File: config.mk
export PLATFORM = sky130hd
export DESIGN_NAME = glb_read_arbiter
export DESIGN_NICKNAME = d
export VERILOG_FILES = /design/src/rtl/glb_read_arbiter.sv
export SDC_FILE = /design/constraint.sdc
export NUM_CORES = 1
export LEC_CHECK = 0
export CELL_PAD_IN_SITES_DETAIL_PLACEMENT = 1
export CELL_PAD_IN_SITES_GLOBAL_PLACEMENT = 1
export CORE_MARGIN = 2
export CORE_UTILIZATION = 23
export CTS_CLUSTER_DIAMETER = 50
export DETAILED_ROUTE_END_ITERATION = 10
export PLACE_DENSITY = 0.89
export SYNTH_ARGS = -nofsm -noshare
export SYNTH_HDL_FRONTEND = slang
export SYNTH_SLANG_ARGS = --single-unit
File: constraint.sdc
create_clock -name clk -period 3.1 [get_ports clk]
set_input_delay 0.31 -clock clk [delete_from_list [all_inputs] [get_ports clk]]
set_output_delay 0.31 -clock clk [all_outputs]
set_load 0.02 [all_outputs]
File: src/rtl/glb_read_arbiter.sv
// Round-robin read arbiter for the global buffer: one owner at a time, bursts of up to
// MAX_BURST beats while others wait, a one-cycle bubble on every ownership change.
module glb_read_arbiter #(
  parameter int NUM_REQ    = 3,
  parameter int ADDR_WIDTH = 20,
  parameter int DATA_WIDTH = 16,
  parameter int MAX_BURST  = 8
) (
  input  logic                          clk,
  input  logic                          reset,
  input  logic [NUM_REQ-1:0]            req,
  input  logic [NUM_REQ*ADDR_WIDTH-1:0] req_addr,
  output logic [NUM_REQ-1:0]            gnt,
  input  logic                          glb_busy,
  output logic                          glb_re,
  output logic [ADDR_WIDTH-1:0]         glb_addr,
  input  logic [DATA_WIDTH-1:0]         glb_rdata,
  output logic [DATA_WIDTH-1:0]         rdata,
  output logic [NUM_REQ-1:0]            rvalid,
  output logic                          dbg_state,
  output logic [$clog2(MAX_BURST):0]    dbg_cnt
);

  localparam int OW = (NUM_REQ > 1) ? $clog2(NUM_REQ) : 1;
  localparam int CW = $clog2(MAX_BURST) + 1;

  typedef enum logic {IDLE = 1'b0, OWN = 1'b1} state_t;

  // Handshake: gnt[i] is a one-cycle accept; a beat is consumed in the cycle gnt[i] is high,
  // and its data returns on rdata with rvalid[i] exactly one cycle later.

  state_t           state, state_n;
  logic [OW-1:0]    owner, owner_n;
  logic [OW-1:0]    ptr, ptr_n;
  logic [CW-1:0]    cnt, cnt_n;
  logic [OW-1:0]    pick, ptr_inc;
  logic             found, others, beat;
  logic [NUM_REQ-1:0] owner_mask;
  int               idx;

  always_ff @(posedge clk) begin
    if (reset) begin
      state  <= IDLE;
      owner  <= '0;
      ptr    <= '0;
      cnt    <= '0;
      rvalid <= '0;
    end else begin
      state  <= state_n;
      owner  <= owner_n;
      ptr    <= ptr_n;
      cnt    <= cnt_n;
      rvalid <= beat ? owner_mask : '0;
    end
  end

  always_comb begin
    state_n  = state;
    owner_n  = owner;
    ptr_n    = ptr;
    cnt_n    = cnt;
    gnt      = '0;
    glb_re   = 1'b0;
    glb_addr = '0;
    beat     = 1'b0;
    owner_mask        = '0;
    owner_mask[owner] = 1'b1;
    others   = |(req & ~owner_mask);
    ptr_inc  = (int'(owner) == NUM_REQ - 1) ? '0 : owner + 1'b1;
    // Cyclic first-set search starting at ptr.
    pick     = ptr;
    found    = 1'b0;
    idx      = 0;
    for (int k = 0; k < NUM_REQ; k++) begin
      idx = (int'(ptr) + k) % NUM_REQ;
      if (!found && req[idx]) begin
        found = 1'b1;
        pick  = OW'(idx);
      end
    end
    case (state)
      IDLE: begin
        if (found && !glb_busy) begin
          state_n = OWN;
          owner_n = pick;
          cnt_n   = '0;
        end
      end
      OWN: begin
        glb_addr = req_addr[owner*ADDR_WIDTH +: ADDR_WIDTH];
        // A dropped request releases even while the GLB is busy.
        if (!req[owner]) begin
          state_n = IDLE;
          ptr_n   = ptr_inc;
        end else if (!glb_busy) begin
          beat   = 1'b1;
          gnt    = owner_mask;
          glb_re = 1'b1;
          if (cnt == CW'(MAX_BURST - 1)) begin
            cnt_n = '0;
            if (others) begin
              state_n = IDLE;
              ptr_n   = ptr_inc;
            end
          end else begin
            cnt_n = cnt + 1'b1;
          end
        end
      end
      default: state_n = IDLE;
    endcase
  end

  assign rdata     = glb_rdata;
  assign dbg_state = state;
  assign dbg_cnt   = cnt;

endmodule

After elaboration in Yosys (flattened, before gate mapping) --
Index checks and enable logic that the tools add are counted.
Word-level totals: bits in registers 12, output and inout port bits 48, bits of input ports 82, word-level logic and storage cells 85
Cells by class: bitwise operators 4, shift operators 1, reduce and logical (&&, ||, !) cells 12, multiplexer cells 42, multipliers 1, divide/modulo/power cells 3, $add $sub $neg 4, equality and inequality tests 8, order comparisons 5
Operators by type and width (count):
- less-than comparator 32 x 4 -> 1 bit (second input constant) | 3
- remainder unit 32 x 3 -> 32 bit (second input constant) | 2
- variable part select 60 x 8 -> 20 bit | 1
- remainder unit 3 x 3 -> 32 bit (second input constant) | 1
- 2-to-1 mux 20 bit | 1
- 2-to-1 mux 1 bit | 19
- 2-to-1 mux 2 bit | 8
- 2-to-1 mux 4 bit | 4
- 2-to-1 mux 3 bit | 3
- binary-select mux 1 bit (select 2 bit) | 4
- inequality test 2 bit (second input constant) | 4
- case mux 4 bit (2 select lines) | 1
- multiplier 2 x 3 -> 5 bit (second input constant) | 1
- adder 4 x 1 -> 4 bit (second input constant) | 1
- == test 4 x 3 -> 1 bit (second input constant) | 1
- logical AND 1 bit | 4
- inequality test 2 x 1 -> 1 bit (second input constant) | 2
- AND reduction 4 bit | 1
- adder 2 x 1 -> 3 bit (second input constant) | 1
- adder 2 x 2 -> 3 bit (second input constant) | 1
- AND 3 bit | 1
- logical NOT 1 bit | 3
- less-than comparator 2 x 3 -> 1 bit (second input constant) | 1
- inverter 3 bit | 1
- other kinds (10) | 11

Longest topological paths before layout --
Gate-level depths: netlist of run 1.
depth after elaboration 14, mapped depth 8, gate-level depth less buffers 7

Worst setup path after synthesis of run 1 --
OpenSTA, ideal clock, no wires.
path kind reg-to-reg, start register ptr[0], end register cnt[2], in the netlist dbg_cnt[2], cell stages (with the launch flop) 9, path buffers 1, library setup time 0.140 ns, required time 2.960 ns, path slack 1.232 ns, arrival 1.727 ns, clock period less this slack 1.868 ns, cells stage by stage dfxtp_1 > inv_1 > ha_1 > buf_4 > nor2_1 > o32ai_2 > nor4_2 > nor3_2 > a311oi_2
Between the ends: cells in the longest elaborated chain, start to end 14, elaborated cells between the ends (all ways) 24, classes of those cells add/sub: 2; div: 3; eq/ne: 1; mux: 12; reduce/logical: 6
Ends and longest elaborated chain:
- start: declaration | RTL line 34 | logic [OW-1:0] ptr, ptr_n;
- start signal: assignment | RTL line 51 | ptr <= ptr_n;
- parallel branches: the longest is 10 deep, another holds remainder unit 32 x 3 -> 32 bit
- 2-to-1 mux 1 bit * | RTL line 76 | if (!found && req[idx]) begin
- logical AND 1 bit * | RTL line 83 | if (found && !glb_busy) begin
- inequality test 2 bit (no source line) *
- AND reduction 3 bit (no source line) *
- end signal: assignment | RTL line 52 | cnt <= cnt_n;
- end: declaration | RTL line 35 | logic [CW-1:0] cnt, cnt_n;
Mark *: on every way between the ends. The select of a mux whose other input is x is not followed. A chain may end at the register's enable or synchronous reset.

Final worst setup path of run 1 --
start input req[0], end output gnt[0]
Between the ends: cells in the longest elaborated chain, start to end 4
Ends and longest elaborated chain:
- start: declaration | RTL line 11 | input logic [NUM_REQ-1:0] req,
- binary-select mux 1 bit (select 2 bit) | RTL line 92 | if (!req[owner]) begin
- 2-to-1 mux 1 bit (implied by the code) | RTL line 92
- 2-to-1 mux 3 bit | RTL line 92
- 2-to-1 mux 3 bit | RTL line 81 | case (state)
- end: declaration | RTL line 13 | output logic [NUM_REQ-1:0] gnt,
Every way passes these cells. The select of a mux whose other input is x is not followed.

==> impl_metrics.env, run 1 <==
export IMPL_routed_wl_mm=5.82
export IMPL_drive_gt1_frac=0.0853
export IMPL_clkLatencyLatePin_ns=0.25
export IMPL_hold_viol=0
export IMPL_wl_per_cell_um=15.0
export IMPL_holdCritPathClass="flip-flop to flip-flop"
export IMPL_period_share=0.856
export IMPL_nNetsFinal=380
export IMPL_std_cell_rows=30
export IMPL_crit_top_cell="clkdlybuf4s50_1"
export IMPL_yosysSeqAreaShare=0.148
export IMPL_tns_ns=0
export IMPL_cp_top_family="buffers and inverters"
export IMPL_async_flop_share=0
export IMPL_cts_hold_buffers=0
export IMPL_worstPathCellList="clkdlybuf4s50_1, mux2i_1, o22ai_2, nand2_2, nor3_1, clkdlybuf4s50_1"
export IMPL_synth_largest_area_cell="dfxtp_1"
export IMPL_p_leak_nw=0.897
export IMPL_slew_violations=0
export IMPL_rsz0062_at_grt="false"
export IMPL_synth_seq_cells=12
export IMPL_place_congestion=0.883
export IMPL_syn_avg_cell_area_um2=7.38
export IMPL_grt_max_degree=29
export IMPL_netlist_instances=220
export IMPL_die_area_um2=7740
export IMPL_synth_edf_count=0
export IMPL_antenna_found_initial=0
export IMPL_cts_sinks=12
export IMPL_fin_worst_skew_ns=0.000847
export IMPL_cp_end_kind="output port"
export IMPL_syn_area_um2=1620
export IMPL_path_clk_slew_ns=0.06
export IMPL_post_cts_resized=0
export IMPL_crit_path_top_delay_cell="clkdlybuf4s50_1"
export IMPL_cp_arrival_ns=2.34
export IMPL_layout_commonest_cell="clkdlybuf4s50_1"
export IMPL_path_buf_inv=2
export IMPL_fmax_ghz=0.377
export IMPL_power_density_nw_per_um2=320
export IMPL_cts_made_buffers=3
export IMPL_io_buffers=97
export IMPL_critPathKind="primary input to output port"
export IMPL_overflow=0
export IMPL_ys_top_cells_by_area="dfxtp_1, mux2i_1, nor2b_1, buf_4, nor2_1"
export IMPL_ios=130
export IMPL_grt_usage=0.156
export IMPL_max_stage_delay_ns=0.67
export IMPL_cts_buffer_depth=2
export IMPL_synth_top_cell_area_share=0.148
export IMPL_crit_path_max_fanout=9
export IMPL_synth_fp_nets=306
export IMPL_crit_path_start_kind="primary input"
export IMPL_dr_pass1_iters=4
export IMPL_max_cap_violations=0
export IMPL_ys_warn_count=0
export IMPL_grt_pass1_wl_mm=9.65
export IMPL_post_cts_setup_buffers=0
export IMPL_slew_headroom=0.601
export IMPL_min_period_ns=2.65
export IMPL_stdcell_count=389
export IMPL_route_detailed_drc=0
export IMPL_final_cell_mix="clkdlybuf4s50_1, nor2_1, a21oi_1"
export IMPL_h_tree_depth=1
export IMPL_num_vias=1867
export IMPL_tightest_slew_ns=0.596
export IMPL_via_per_inst=4.80
export IMPL_setup_violations=0
export IMPL_first_global_vias=2094
export IMPL_drtIter0Drc=64
export IMPL_n_antenna_cell=0
export IMPL_crit_required_ns=2.79
export IMPL_cts_root_buf="clkbuf_8"
export IMPL_fp_dieW_um=88
export IMPL_ys_types=45
export IMPL_irDropWorstVdd_v=0.000116
export IMPL_core_um2=6790
export IMPL_start_util=0.239
export IMPL_drtAntennaViolNets=0
export IMPL_synthFlopType="dfxtp_1"
export IMPL_status="finished clean"
export IMPL_cts_tree="done"
export IMPL_area_growth_syn_to_layout_pct=60.3
export IMPL_place_inst=385
export IMPL_hpwl_mm=4.59
export IMPL_fp_dieH_um=88
[where the power goes]
part	switching (mW)	internal [mW]	leakage, nW
Clock	0.0644	0.113	0.0288
Sequential	0.00673	0.163	0.0974
Combinational	0.245	0.241	0.771
[Yosys cell counts, types with 3 or more instances]
cell      count
nor2_1       35
a21oi_1      25
mux2i_1      22
nor2b_1      22
buf_4        18
dfxtp_1      12
nand2_1       9
buf_2         8
clkbuf_1      6
inv_1         6
ha_1          4
nand2b_1      4
nor3_1        4
nand3_1       3
o21ai_0       3
[worst paths after layout]
kind / from / endpoint / slack (ns) / depth (start not counted)
setup / recovery: req[0] / gnt[0] / 0.45 / 6
hold / removal: dbg_cnt[1] / dbg_cnt[1] / 0.52 / 2
hold reg to reg: dbg_cnt[1] / dbg_cnt[1] / 0.52 / 2
setup reg to reg: ptr[0] / dbg_cnt[2] / 0.91 / 7
[kinds of logic (layout without fill, tap and decap cells)]
kind of cell | after synthesis | after routing | share of synthesized area
simple gates | 89 | 89 | 0.286
compound gates | 48 | 48 | 0.217
buf+inv | 42 | 115 | 0.150
mux | 25 | 25 | 0.168
flops | 12 | 12 | 0.148
fa+ha+maj | 4 | 4 | 0.0308
[per-layer routing]
layer / wire (um) / global-route usage / vias to the layer above
li1: - / - / 890
met1: 2240 / 0.165 / 884
met2: 3020 / 0.301 / 78
met3: 415 / 0.0358 / 15
met4: 145 / 0.0517 / 0
met5: 0 / 0 / -
[tightest hold or removal path: stages (launching register included)]
cell	delay, ns
dfxtp_1	0.34
nand3_1	0.08
a21oi_1	0.06
[sequential cells by signal, summed over array words and instances, names as in the netlist]
register	count
dbg_cnt	4
rvalid	3
owner	2
ptr	2
dbg_state	1
[layout make-up]
class / count / area (um2)
timing repair buffer: 103 / 1020
tap: 96 / 120
multi-input combinational: 166 / 1140
inverter: 8 / 30.0
sequential: 12 / 240
clock buffer: 4 / 55.1
fill: 822 / 4190
[metrics by stage]
step / instance area, um2 / util / worst slack [ns] / hold slack (ns) / total power, mW
6_report: 2600 / 0.383 / 0.447 / 0.521 / 0.833
5_1_grt: 2600 / 0.383 / 0.331 / 0.561 / 0.894
4_1_cts: 2600 / 0.383 / 0.435 / 0.525 / 0.846
3_5_place_dp: 2550 / 0.375 / 0.456 / 0.517 / 0.662
3_3_place_gp: 2550 / 0.375 / 0.495 / 0.503 / 0.650
2_1_floorplan: 1620 / - / 1.23 / 0.512 / 0.490
Note: power is estimated with default switching activity, not from simulation.
==> run 2, diff against run 1 <==
==> constraint.sdc (replaced) <==
create_clock -name clk -period 3.1 [get_ports clk]
set_input_delay 0.31 -clock clk [delete_from_list [all_inputs] [get_ports clk]]
set_output_delay 0.31 -clock clk [all_outputs]
set_load 0.1 [all_outputs]
==> run 2 against run 1 <==
Via count fell by 0.27%. Highest routed layer unchanged. Critical path type is now flip-flop to output port. Largest power group unchanged. Clock-buffer cell count stayed put. Critical path depth is 1 lower.
==> impl_metrics.env, run 2 (synthesis results as in run 1) <==
export IMPL_post_cts_setup_buffers=0
export IMPL_drtIter0Drc=110
export IMPL_min_period_ns=2.35
export IMPL_cp_arrival_ns=2.04
export IMPL_worstPathCellList="nand2b_1, o22ai_2, nand2_2, nor3_2, buf_12"
export IMPL_n_antenna_cell=0
export IMPL_cts_tree="done"
export IMPL_irDropWorstVdd_v=0.000192
export IMPL_p_leak_nw=1.02
export IMPL_critPathKind="flip-flop to output port"
export IMPL_tns_ns=0
export IMPL_power_density_nw_per_um2=386
export IMPL_crit_path_top_delay_cell="dfxtp_1"
export IMPL_grt_usage=0.152
export IMPL_route_detailed_drc=0
export IMPL_place_congestion=0.847
export IMPL_antenna_found_initial=0
export IMPL_max_cap_violations=0
export IMPL_first_global_vias=1919
export IMPL_overflow=0
export IMPL_p_int_uw=582
export IMPL_fin_worst_skew_ns=0.00471
export IMPL_wl_per_cell_um=15.3
export IMPL_whs_ns=0.503
export IMPL_multi_input_comb_area_um2=1200
export IMPL_hp_start="dbg_cnt[1]"
export IMPL_drtAntennaViolNets=0
export IMPL_crit_start="owner[0]"
export IMPL_final_seq_area_um2=240
export IMPL_drive_gt1_frac=0.250
export IMPL_layout_commonest_cell="clkdlybuf4s50_1"
export IMPL_post_cts_resized=0
export IMPL_slew_headroom=0.339
export IMPL_place_inst=384
export IMPL_n_fill_cell=782
export IMPL_slew_violations=0
export IMPL_cts_buffer_depth=2
export IMPL_switching_share=0.477
export IMPL_cts_hold_buffers=0
export IMPL_core_um2=6790
export IMPL_clkLatencyLatePin_ns=0.25
export IMPL_rsz0062_at_grt="false"
export IMPL_ios=130
export IMPL_cts_root_buf="clkbuf_8"
export IMPL_combPwrFrac=0.683
export IMPL_largest_reg_flops=4
export IMPL_fmax_ghz=0.425
export IMPL_cts_sinks=12
export IMPL_clkPwrFrac=0.158
export IMPL_die_area_um2=7740
export IMPL_io_buffers=97
export IMPL_std_cell_rows=30
export IMPL_start_util=0.239
export IMPL_fp_dieH_um=88
export IMPL_whs_path_depth=2
export IMPL_setup_violations=0
export IMPL_rr_startpoint="ptr[0]"
export IMPL_hold_viol=0
export IMPL_final_cell_mix="clkdlybuf4s50_1, nor2_1, a21oi_1"
export IMPL_tightest_slew_ns=0.989
export IMPL_dr_pass1_iters=4
export IMPL_holdCritPathClass="flip-flop to flip-flop"
export IMPL_area_growth_syn_to_layout_pct=78.0
export IMPL_path_clk_slew_ns=0.06
export IMPL_num_vias=1862
export IMPL_grt_max_degree=29
export IMPL_fp_dieW_um=88
export IMPL_via_per_inst=4.80
export IMPL_cts_made_buffers=3
export IMPL_hpwl_mm=4.89
export IMPL_period_share=0.759
export IMPL_switchingPower_uw=532
export IMPL_status="finished clean"
export IMPL_nNetsFinal=379
export IMPL_crit_path_start_kind="flip-flop"
export IMPL_seqPwrFrac=0.159
export IMPL_crit_required_ns=2.79
export IMPL_max_stage_delay_ns=0.63
export IMPL_crit_path_max_fanout=12
export IMPL_h_tree_depth=1
export IMPL_cp_end_kind="output port"
export IMPL_r2r_cells=7
export IMPL_grt_pass1_wl_mm=9.34
export IMPL_routed_wl_mm=5.95
export IMPL_stdcell_count=388
## run 2: area by class of cell
cell class                 instances  share of cell area
multi-input combinational        166               0.415
inverter                           8              0.0104
clock buffer                       4              0.0191
timing repair buffer             102               0.430
sequential                        12              0.0832
tap                               96              0.0416
## run 2: path summary, 6_finish.rpt
check        slack (ns)    endpoint
max reg2reg        0.88  dbg_cnt[2]
max                0.75      gnt[0]
min reg2reg        0.50  dbg_cnt[1]
min                0.50  dbg_cnt[1]
## run 2: power groups by stage
stage / sequential, mW / combinational [mW] / clock (mW)
3_3_place_gp: 0.179 / 0.750 / 0
3_5_place_dp: 0.180 / 0.764 / 0
6_report: 0.177 / 0.761 / 0.176
5_1_grt: 0.178 / 0.804 / 0.184
2_1_floorplan: 0.191 / 0.574 / 0
4_1_cts: 0.176 / 0.767 / 0.178
## run 2: critical path, delay by kind of cell, from the launching register on
family / cells / cell delay [ns]
AO/OA/AOI/OAI: 1 / 0.27
buffers and inverters: 1 / 0.21
flip-flops: 1 / 0.63
AND/OR/NAND/NOR: 3 / 0.69
## run 2: metrics by stage
step | total power, mW | utilization | setup WS, ns | area (um2)
2_1_floorplan | 0.766 | - | 0.0521 | 1680
3_3_place_gp | 0.929 | 0.417 | 0.804 | 2830
3_5_place_dp | 0.943 | 0.417 | 0.759 | 2830
4_1_cts | 1.12 | 0.425 | 0.731 | 2890
5_1_grt | 1.17 | 0.425 | 0.564 | 2890
6_report | 1.11 | 0.425 | 0.747 | 2890
## run 2: per-layer routing
layer	global-route usage	vias up	routed length (um)
met5	0	-	0
met4	0.0336	0	57
met3	0.0452	6	507
met2	0.284	84	3100
met1	0.168	877	2280
li1	-	895	-
